**config.mk**
```make
export PLATFORM = sky130hd
export DESIGN_NAME = io_bus_arbiter_flat
export DESIGN_NICKNAME = d
export VERILOG_FILES = /design/src/rtl/io_arb_pkg.sv /design/src/rtl/io_arb_if.sv /design/src/rtl/io_arb_rr2.sv /design/src/rtl/io_bus_arbiter.sv /design/src/flat_wrapper.sv
export SDC_FILE = /design/constraint.sdc
export NUM_CORES = 1
export LEC_CHECK = 0
export BUFFER_PORTS_ARGS = -buffer_cell sky130_fd_sc_hd__buf_2
export CAP_MARGIN = 5
export CORE_UTILIZATION = 41
export CTS_CLUSTER_SIZE = 25
export DETAILED_ROUTE_END_ITERATION = 7
export GPL_ROUTABILITY_DRIVEN = 0
export HOLD_SLACK_MARGIN = 0.08
export PLACE_DENSITY = 0.79
export SLEW_MARGIN = 40
export SYNTH_ARGS = -nofsm -noshare
export SYNTH_HDL_FRONTEND = slang
export SYNTH_HIERARCHICAL = 1
export SYNTH_SLANG_ARGS = --single-unit
```
**constraint.sdc**
```tcl
create_clock -name clk -period 2.2 [get_ports clk]
set_clock_uncertainty 0.2 [all_clocks]
set_input_delay 0.33 -clock clk [delete_from_list [all_inputs] [get_ports clk]]
set_output_delay 0.33 -clock clk [all_outputs]
set_load 0.01 [all_outputs]
```
**src/rtl/io_arb_pkg.sv**
```systemverilog
// Shared types and constants for the two-master peripheral bus arbiter.
// Build option IO_ARB_LOCK_EN enables the atomic lock feature in the other files.
package io_arb_pkg;

  localparam int unsigned ADDR_W_DEF   = 14;
  localparam int unsigned DATA_W_DEF   = 16;
  localparam int unsigned LOCK_MAX_DEF = 4;

  typedef enum logic [1:0] {
    IDLE  = 2'd0,
    ISSUE = 2'd1,
    ACK   = 2'd2
  } arb_state_t;

  // Peripheral register map; the arbiter itself never decodes these.
  localparam logic [ADDR_W_DEF-1:0] GPI0      = 14'd0;
  localparam logic [ADDR_W_DEF-1:0] GPI1      = 14'd1;
  localparam logic [ADDR_W_DEF-1:0] GPO0      = 14'd2;
  localparam logic [ADDR_W_DEF-1:0] GPO1      = 14'd3;
  localparam logic [ADDR_W_DEF-1:0] SPI       = 14'd4;
  localparam logic [ADDR_W_DEF-1:0] CONFSPI   = 14'd5;
  localparam logic [ADDR_W_DEF-1:0] UART      = 14'd6;
  localparam logic [ADDR_W_DEF-1:0] BAUD_LOW  = 14'd7;
  localparam logic [ADDR_W_DEF-1:0] BAUD_HIGH = 14'd8;
  localparam logic [ADDR_W_DEF-1:0] STATUS    = 14'd9;

endpackage

```
**src/rtl/io_arb_if.sv**
```systemverilog
// Per-master request/acknowledge port of the peripheral bus arbiter.
// The lock signal exists only when IO_ARB_LOCK_EN is defined.
interface io_arb_if
  import io_arb_pkg::*;
#(
  parameter int unsigned ADDR_W = ADDR_W_DEF,
  parameter int unsigned DATA_W = DATA_W_DEF
);
  logic              req;
  logic [ADDR_W-1:0] addr;
  logic              we;
  logic [DATA_W-1:0] wdata;
`ifdef IO_ARB_LOCK_EN
  logic              lock;
`endif
  logic              ack;
  logic [DATA_W-1:0] rdata;

`ifdef IO_ARB_LOCK_EN
  modport master (output req, addr, we, wdata, lock, input  ack, rdata);
  modport slave  (input  req, addr, we, wdata, lock, output ack, rdata);
`else
  modport master (output req, addr, we, wdata, input  ack, rdata);
  modport slave  (input  req, addr, we, wdata, output ack, rdata);
`endif
endinterface

```
**src/rtl/io_arb_rr2.sv**
```systemverilog
// Combinational two-way round-robin pick with an optional forced owner.
// When force_en is high only req[force_idx] can win (used to hold a lock).
module io_arb_rr2 (
  input  logic [1:0] req,
  input  logic       rr_last,
  input  logic       force_en,
  input  logic       force_idx,
  output logic       grant_idx,
  output logic       grant_valid
);

  logic [1:0] eff_req;

  always_comb begin
    // NOTE: every output of this block gets a default first, so no path
    // through the case can leave a signal unassigned and infer a latch.
    eff_req     = req;
    grant_idx   = 1'b0;
    grant_valid = 1'b0;
    if (force_en) begin
      eff_req = req & (force_idx ? 2'b10 : 2'b01);
    end
    case (eff_req)
      2'b01: begin grant_idx = 1'b0;     grant_valid = 1'b1; end
      2'b10: begin grant_idx = 1'b1;     grant_valid = 1'b1; end
      2'b11: begin grant_idx = ~rr_last; grant_valid = 1'b1; end
      default: ;
    endcase
  end

endmodule

```
**src/rtl/io_bus_arbiter.sv**
```systemverilog
// Shares the single-ported peripheral register bus between two masters,
// round-robin, one registered access per 3 cycles. Option: IO_ARB_LOCK_EN.
module io_bus_arbiter
  import io_arb_pkg::*;
#(
  parameter int unsigned ADDR_W   = ADDR_W_DEF,
  parameter int unsigned DATA_W   = DATA_W_DEF,
  parameter int unsigned LOCK_MAX = LOCK_MAX_DEF
) (
  input  logic              clk,
  input  logic              rst,
  io_arb_if.slave           m0,
  io_arb_if.slave           m1,
  output logic              io_cs,
  output logic [ADDR_W-1:0] io_addr,
  output logic              io_write,
  output logic [DATA_W-1:0] io_wdata,
  input  logic [DATA_W-1:0] io_rdata,
  output logic              busy
);

  if (LOCK_MAX == 0) begin : g_bad_lock_max
    $error("io_bus_arbiter: LOCK_MAX must be at least 1");
  end

  arb_state_t state;
  logic       owner;
  logic       rr_last;
  logic       grant_idx;
  logic       grant_valid;
  logic       force_en;
  logic       force_idx;

`ifdef IO_ARB_LOCK_EN
  localparam int unsigned CNT_W = $clog2(LOCK_MAX + 1);

  logic             lock_active;
  logic [CNT_W-1:0] lock_cnt;
  logic             grant_lock;

  // While a lock is held only the owner's request is eligible.
  assign force_en   = lock_active;
  assign force_idx  = owner;
  assign grant_lock = grant_idx ? m1.lock : m0.lock;
`else
  assign force_en   = 1'b0;
  assign force_idx  = 1'b0;
`endif

  io_arb_rr2 u_rr2 (
    .req         ({m1.req, m0.req}),
    .rr_last     (rr_last),
    .force_en    (force_en),
    .force_idx   (force_idx),
    .grant_idx   (grant_idx),
    .grant_valid (grant_valid)
  );

  // The io_* registers double as the request latch, so they are zero outside ISSUE.
  always_ff @(posedge clk or posedge rst) begin
    if (rst) begin
      state    <= IDLE;
      owner    <= 1'b0;
      rr_last  <= 1'b1;
      io_cs    <= 1'b0;
      io_addr  <= '0;
      io_write <= 1'b0;
      io_wdata <= '0;
      busy     <= 1'b0;
      m0.ack   <= 1'b0;
      m1.ack   <= 1'b0;
      m0.rdata <= '0;
      m1.rdata <= '0;
`ifdef IO_ARB_LOCK_EN
      lock_active <= 1'b0;
      lock_cnt    <= '0;
`endif
    end else begin
      // NOTE: state is updated with non-blocking assignments so every
      // register samples the pre-edge values, independent of statement order.
      case (state)
        IDLE: begin
          if (grant_valid) begin
            owner    <= grant_idx;
            io_cs    <= 1'b1;
            io_addr  <= grant_idx ? m1.addr  : m0.addr;
            io_write <= grant_idx ? m1.we    : m0.we;
            io_wdata <= grant_idx ? m1.wdata : m0.wdata;
            busy     <= 1'b1;
            state    <= ISSUE;
`ifdef IO_ARB_LOCK_EN
            if (!lock_active) rr_last <= grant_idx;
            if (grant_lock) begin
              if (lock_cnt == CNT_W'(LOCK_MAX - 1)) begin
                lock_active <= 1'b0;
                lock_cnt    <= '0;
              end else begin
                lock_active <= 1'b1;
                lock_cnt    <= lock_cnt + 1'b1;
              end
            end else begin
              lock_active <= 1'b0;
              lock_cnt    <= '0;
            end
`else
            rr_last  <= grant_idx;
`endif
          end
        end

        ISSUE: begin
          if (!io_write) begin
            if (owner) m1.rdata <= io_rdata;
            else       m0.rdata <= io_rdata;
          end
          io_cs    <= 1'b0;
          io_addr  <= '0;
          io_write <= 1'b0;
          io_wdata <= '0;
          m0.ack   <= ~owner;
          m1.ack   <= owner;
          state    <= ACK;
        end

        ACK: begin
          m0.ack <= 1'b0;
          m1.ack <= 1'b0;
          busy   <= 1'b0;
          state  <= IDLE;
        end

        default: begin
          io_cs  <= 1'b0;
          busy   <= 1'b0;
          state  <= IDLE;
        end
      endcase
    end
  end

endmodule

```
**src/flat_wrapper.sv**
```systemverilog
// flat-port wrapper written by rule: the top's interface ports become plain ports
module io_bus_arbiter_flat import io_arb_pkg::*;
#(
  parameter int unsigned ADDR_W   = ADDR_W_DEF,
  parameter int unsigned DATA_W   = DATA_W_DEF,
  parameter int unsigned LOCK_MAX = LOCK_MAX_DEF
)
  (clk, rst, io_cs, io_addr, io_write, io_wdata, io_rdata, busy, m0_req, m0_addr, m0_we, m0_wdata, m0_ack, m0_rdata, m1_req, m1_addr, m1_we, m1_wdata, m1_ack, m1_rdata);
  io_arb_if #(.ADDR_W(ADDR_W), .DATA_W(DATA_W)) m0_i ();
  io_arb_if #(.ADDR_W(ADDR_W), .DATA_W(DATA_W)) m1_i ();
  input  logic clk;
  input  logic rst;
  output logic io_cs;
  output logic [ADDR_W-1:0] io_addr;
  output logic io_write;
  output logic [DATA_W-1:0] io_wdata;
  input  logic [DATA_W-1:0] io_rdata;
  output logic busy;
  input wire logic [$bits(m0_i.req)-1:0] m0_req;
  input wire logic [$bits(m0_i.addr)-1:0] m0_addr;
  input wire logic [$bits(m0_i.we)-1:0] m0_we;
  input wire logic [$bits(m0_i.wdata)-1:0] m0_wdata;
  output wire logic [$bits(m0_i.ack)-1:0] m0_ack;
  output wire logic [$bits(m0_i.rdata)-1:0] m0_rdata;
  input wire logic [$bits(m1_i.req)-1:0] m1_req;
  input wire logic [$bits(m1_i.addr)-1:0] m1_addr;
  input wire logic [$bits(m1_i.we)-1:0] m1_we;
  input wire logic [$bits(m1_i.wdata)-1:0] m1_wdata;
  output wire logic [$bits(m1_i.ack)-1:0] m1_ack;
  output wire logic [$bits(m1_i.rdata)-1:0] m1_rdata;
  assign m0_i.req = m0_req;
  assign m0_i.addr = m0_addr;
  assign m0_i.we = m0_we;
  assign m0_i.wdata = m0_wdata;
  assign m0_ack = m0_i.ack;
  assign m0_rdata = m0_i.rdata;
  assign m1_i.req = m1_req;
  assign m1_i.addr = m1_addr;
  assign m1_i.we = m1_we;
  assign m1_i.wdata = m1_wdata;
  assign m1_ack = m1_i.ack;
  assign m1_rdata = m1_i.rdata;
  io_bus_arbiter #(.ADDR_W(ADDR_W), .DATA_W(DATA_W), .LOCK_MAX(LOCK_MAX)) u_core (.clk(clk), .rst(rst), .m0(m0_i), .m1(m1_i), .io_cs(io_cs), .io_addr(io_addr), .io_write(io_write), .io_wdata(io_wdata), .io_rdata(io_rdata), .busy(busy));
endmodule
```
==> flow_metrics.py <==
metrics = {
    "critical_path": {
        "cp_max_fo": 32,
        "critPathCaptureType": "register",
        "critPathKind": "register to register",
        "r2r_start": "u_core/rr_last$_DFFE_PP1P_",
        "critPathArrivalTime_ns": 2.07,
        "cp_slowest_cell": "dlygate4sd3_1",
        "path_buf_inv": 2,
        "path_cells": "a31oi_4 -> buf_12 -> mux2i_1 -> dlygate4sd3_1 -> o21ai_0",
        "critical-path-max-stage-delay_ns": 0.58,
        "cp.required_ns": 2.21,
        "cp-startpoint": "u_core/rr_last$_DFFE_PP1P_",
        "startpoint_type": "register",
        "crit_family": "buffers and inverters",
    },
    "clock_network": {
        "cts_setup_buffers": 0,
        "cts_made_buffers": 9,
        "h-tree-depth": 3,
        "cts_resized": 0,
        "cts.clk_slew.worst_paths_ns": 0.08,
        "clock_sinks": 71,
        "cts-root-buf": "clkbuf_8",
        "clkLatencyLatePin_ns": 0.33,
        "cts_buffer_depth": 2,
        "hold_buffers": 40,
        "cts_tree": "built",
    },
    "logic_synthesis": {
        "synth-seq-cells": 71,
        "syn_area_um2": 3050,
        "synth_common_cells": "70 x dfrtp_1, 37 x mux2_2, 32 x mux2i_1, 32 x nand2_1, 32 x o21ai_0",
        "synth.most_common_cell": "dfrtp_1",
        "seq_area_frac_synth_pct": 58.3,
        "synth_enable_flop_cells": 0,
        "synth.area.top_cells": "dfrtp_1 57%, mux2_2 14%, mux2i_1 10%, o21ai_0 5.2%, nand2_1 3.9%",
        "syn_area_per_cell_um2": 12.6,
        "synth_warnings": 6,
        "synth.largest_area_cell": "dfrtp_1",
        "synth_top_area_share_pct": 57.4,
        "ys_async_sr_fraction_pct": 100,
        "yosysUniqueCellTypes": 25,
        "synthCells": 242,
        "yosys_most_used_dff": "dfrtp_1",
    },
    "place": {
        "port_buffers": 148,
        "dp_hpwl_um": 5090,
        "preCtsSetupSlack_ns": 0.224,
    },
    "drt": {
        "drcViolationCount": 0,
        "post_drt_wl_per_cell_um": 13.8,
        "routed_wirelength_um": 7500,
        "drtIter0Drc": 37,
        "postRouteAntennaNets": 0,
        "drt-vias-per-instance": 4.75,
        "drt_first_pass_iters": 4,
        "via_count": 2575,
    },
    "global_route": {
        "grt_max_degree": 37,
        "grt_overflow": 0,
        "grt_use_total_pct": 19.8,
        "antenna_found_initial": 0,
        "grt_pass1_vias": 2555,
        "grt_pass1_wl_um": 11500,
    },
    "sta": {
        "min_period_ns": 2.06,
        "finalCritPeriodShare_pct": 93.5,
        "rsz0062_at_grt": "false",
        "drv_slew": 0,
        "setup_tns_ns": 0,
        "setup_viol_count_final": 0,
        "fmax_mhz": 486,
        "hold_viol_final": 0,
        "fin_ws_ns": 0.143,
    },
    "power_and_ir_drop": {
        "leakage_uw": 0.00232,
        "pwr_density_cell_nw_per_um2": 1250,
        "peakVddDrop_v": 0.000400,
    },
    "floorplanning": {
        "coreArea_um2": 7210,
        "ioPinCount": 149,
        "initial_utilization_pct": 42.3,
        "fp.dieW_um": 88.3,
        "die_area_um2": 7790,
        "die_h_um": 88.3,
        "fp-row-count": 31,
    },
    "hold_path": {
        "hold_start": "m0_addr[6]",
        "min_path_type": "input pin to register",
    },
    "final_layout": {
        "postLayoutCoreUtil_pct": 63.9,
        "final_nets": 524,
        "n_antenna_cell": 0,
        "drive_gt1_share_pct": 49.0,
        "syn_to_final_growth_pct": 51.2,
    },
    "run_status": {
        "status": "finished, final reports clean",
    },
    "flow_run": {
        "maxCapViolations": 0,
    },
}
kinds of logic (layout without fill, tap and decap cells):
group / after synthesis / count (layout) / share of synthesized area (%)
flops: 71 / 71 / 58.3
mux: 69 / 69 / 24.1
simple gates: 42 / 42 / 6.60
compound gates: 37 / 37 / 6.40
buf+inv: 18 / 217 / 2.83
fa+ha+maj: 4 / 4 / 1.64
other cells: 1 / 3 / 0.123
power breakdown:
part | leakage (uW) | switching, uW | total, uW | internal [uW]
Sequential | 0.000879 | 302 | 2180 | 1880
Combinational | 0.00132 | 1170 | 2330 | 1160
Clock | 0.000120 | 488 | 1240 | 757
Total | 0.00232 | 1970 | 5760 | 3790
sequential cells by signal, summed over array words and instances, names as in the netlist, 2 cells and up:
| name | cells |
|---|---|
| u_core/io_addr | 14 |
| u_core/state | 2 |
| u_core/m1.rdata | 16 |
| u_core/m0.rdata | 16 |
| u_core/io_wdata | 16 |
worst paths after layout:
| path | endpoint | slack (ns) | cells past startpoint |
|---|---|---|---|
| max in group asynchronous | u_core/io_write$_DFFE_PP0P_ | 0.89 | 4 |
| worst max register to register | u_core/io_addr[2]$_DFFE_PP0P_ | 0.14 | 5 |
| worst max-delay path | u_core/io_addr[2]$_DFFE_PP0P_ | 0.14 | 5 |
| min in group asynchronous | u_core/m0.rdata[4]$_DFFE_PP0P_ | 0.33 | 3 |
| worst min-delay path | u_core/io_addr[6]$_DFFE_PP0P_ | 0.09 | 3 |
| worst min register to register | u_core/io_addr[7]$_DFFE_PP0P_ | 0.28 | 2 |
layout by cell type (no fill, tap or decap), types with 2 or more instances in the layout:
master,count
a21o_1,2
buf_12,2
buf_2,148
buf_4,5
bufinv_16,3
clkbuf_8,9
clkinvlp_4,2
conb_1,3
dfrtp_1,70
dlygate4sd3_1,40
ha_1,4
inv_1,4
mux2_2,37
mux2i_1,31
nand2_1,32
nand3b_1,2
nor2_1,3
o21ai_0,32
metrics by stage:
step / hold WS (ns) / power [uW] / instances / area (um2)
after floorplan: 0.280 / 3540 / 244 / 3060
after global placement: 0.137 / 4370 / 486 / 3970
after global routing: 0.0867 / 6150 / 542 / 4610
after CTS: 0.0811 / 5810 / 542 / 4610
after detailed placement: 0.138 / 4480 / 486 / 3970
final: 0.0923 / 5760 / 542 / 4610
cell type report:
| class | instances | area, um2 |
|---|---|---|
| Clock buffer | 9 | 124 |
| Clock inverter | 7 | 120 |
| Fill cell | 576 | 2600 |
| Inverter | 6 | 26.3 |
| Multi-Input combinational cell | 155 | 1220 |
| Sequential cell | 71 | 1780 |
| Tap cell | 99 | 124 |
| Timing Repair Buffer | 195 | 1220 |
per-layer routing:
metal / track usage [%] / vias up / share of wire [%]
li1: - / 1228 / -
met5: 0 / - / 0
met3: 4.48 / 11 / 5.6
met1: 21.8 / 1229 / 41
met4: 9.38 / 0 / 1.6
met2: 36.1 / 107 / 52
worst register-to-register path, cell delays in order, from the launching register on:
cell and delay, ns:
dfstp_2 0.39, a31oi_4 0.19, buf_12 0.24, mux2i_1 0.26
dlygate4sd3_1 0.58, o21ai_0 0.07
Note: power is estimated with default switching activity, not from simulation.
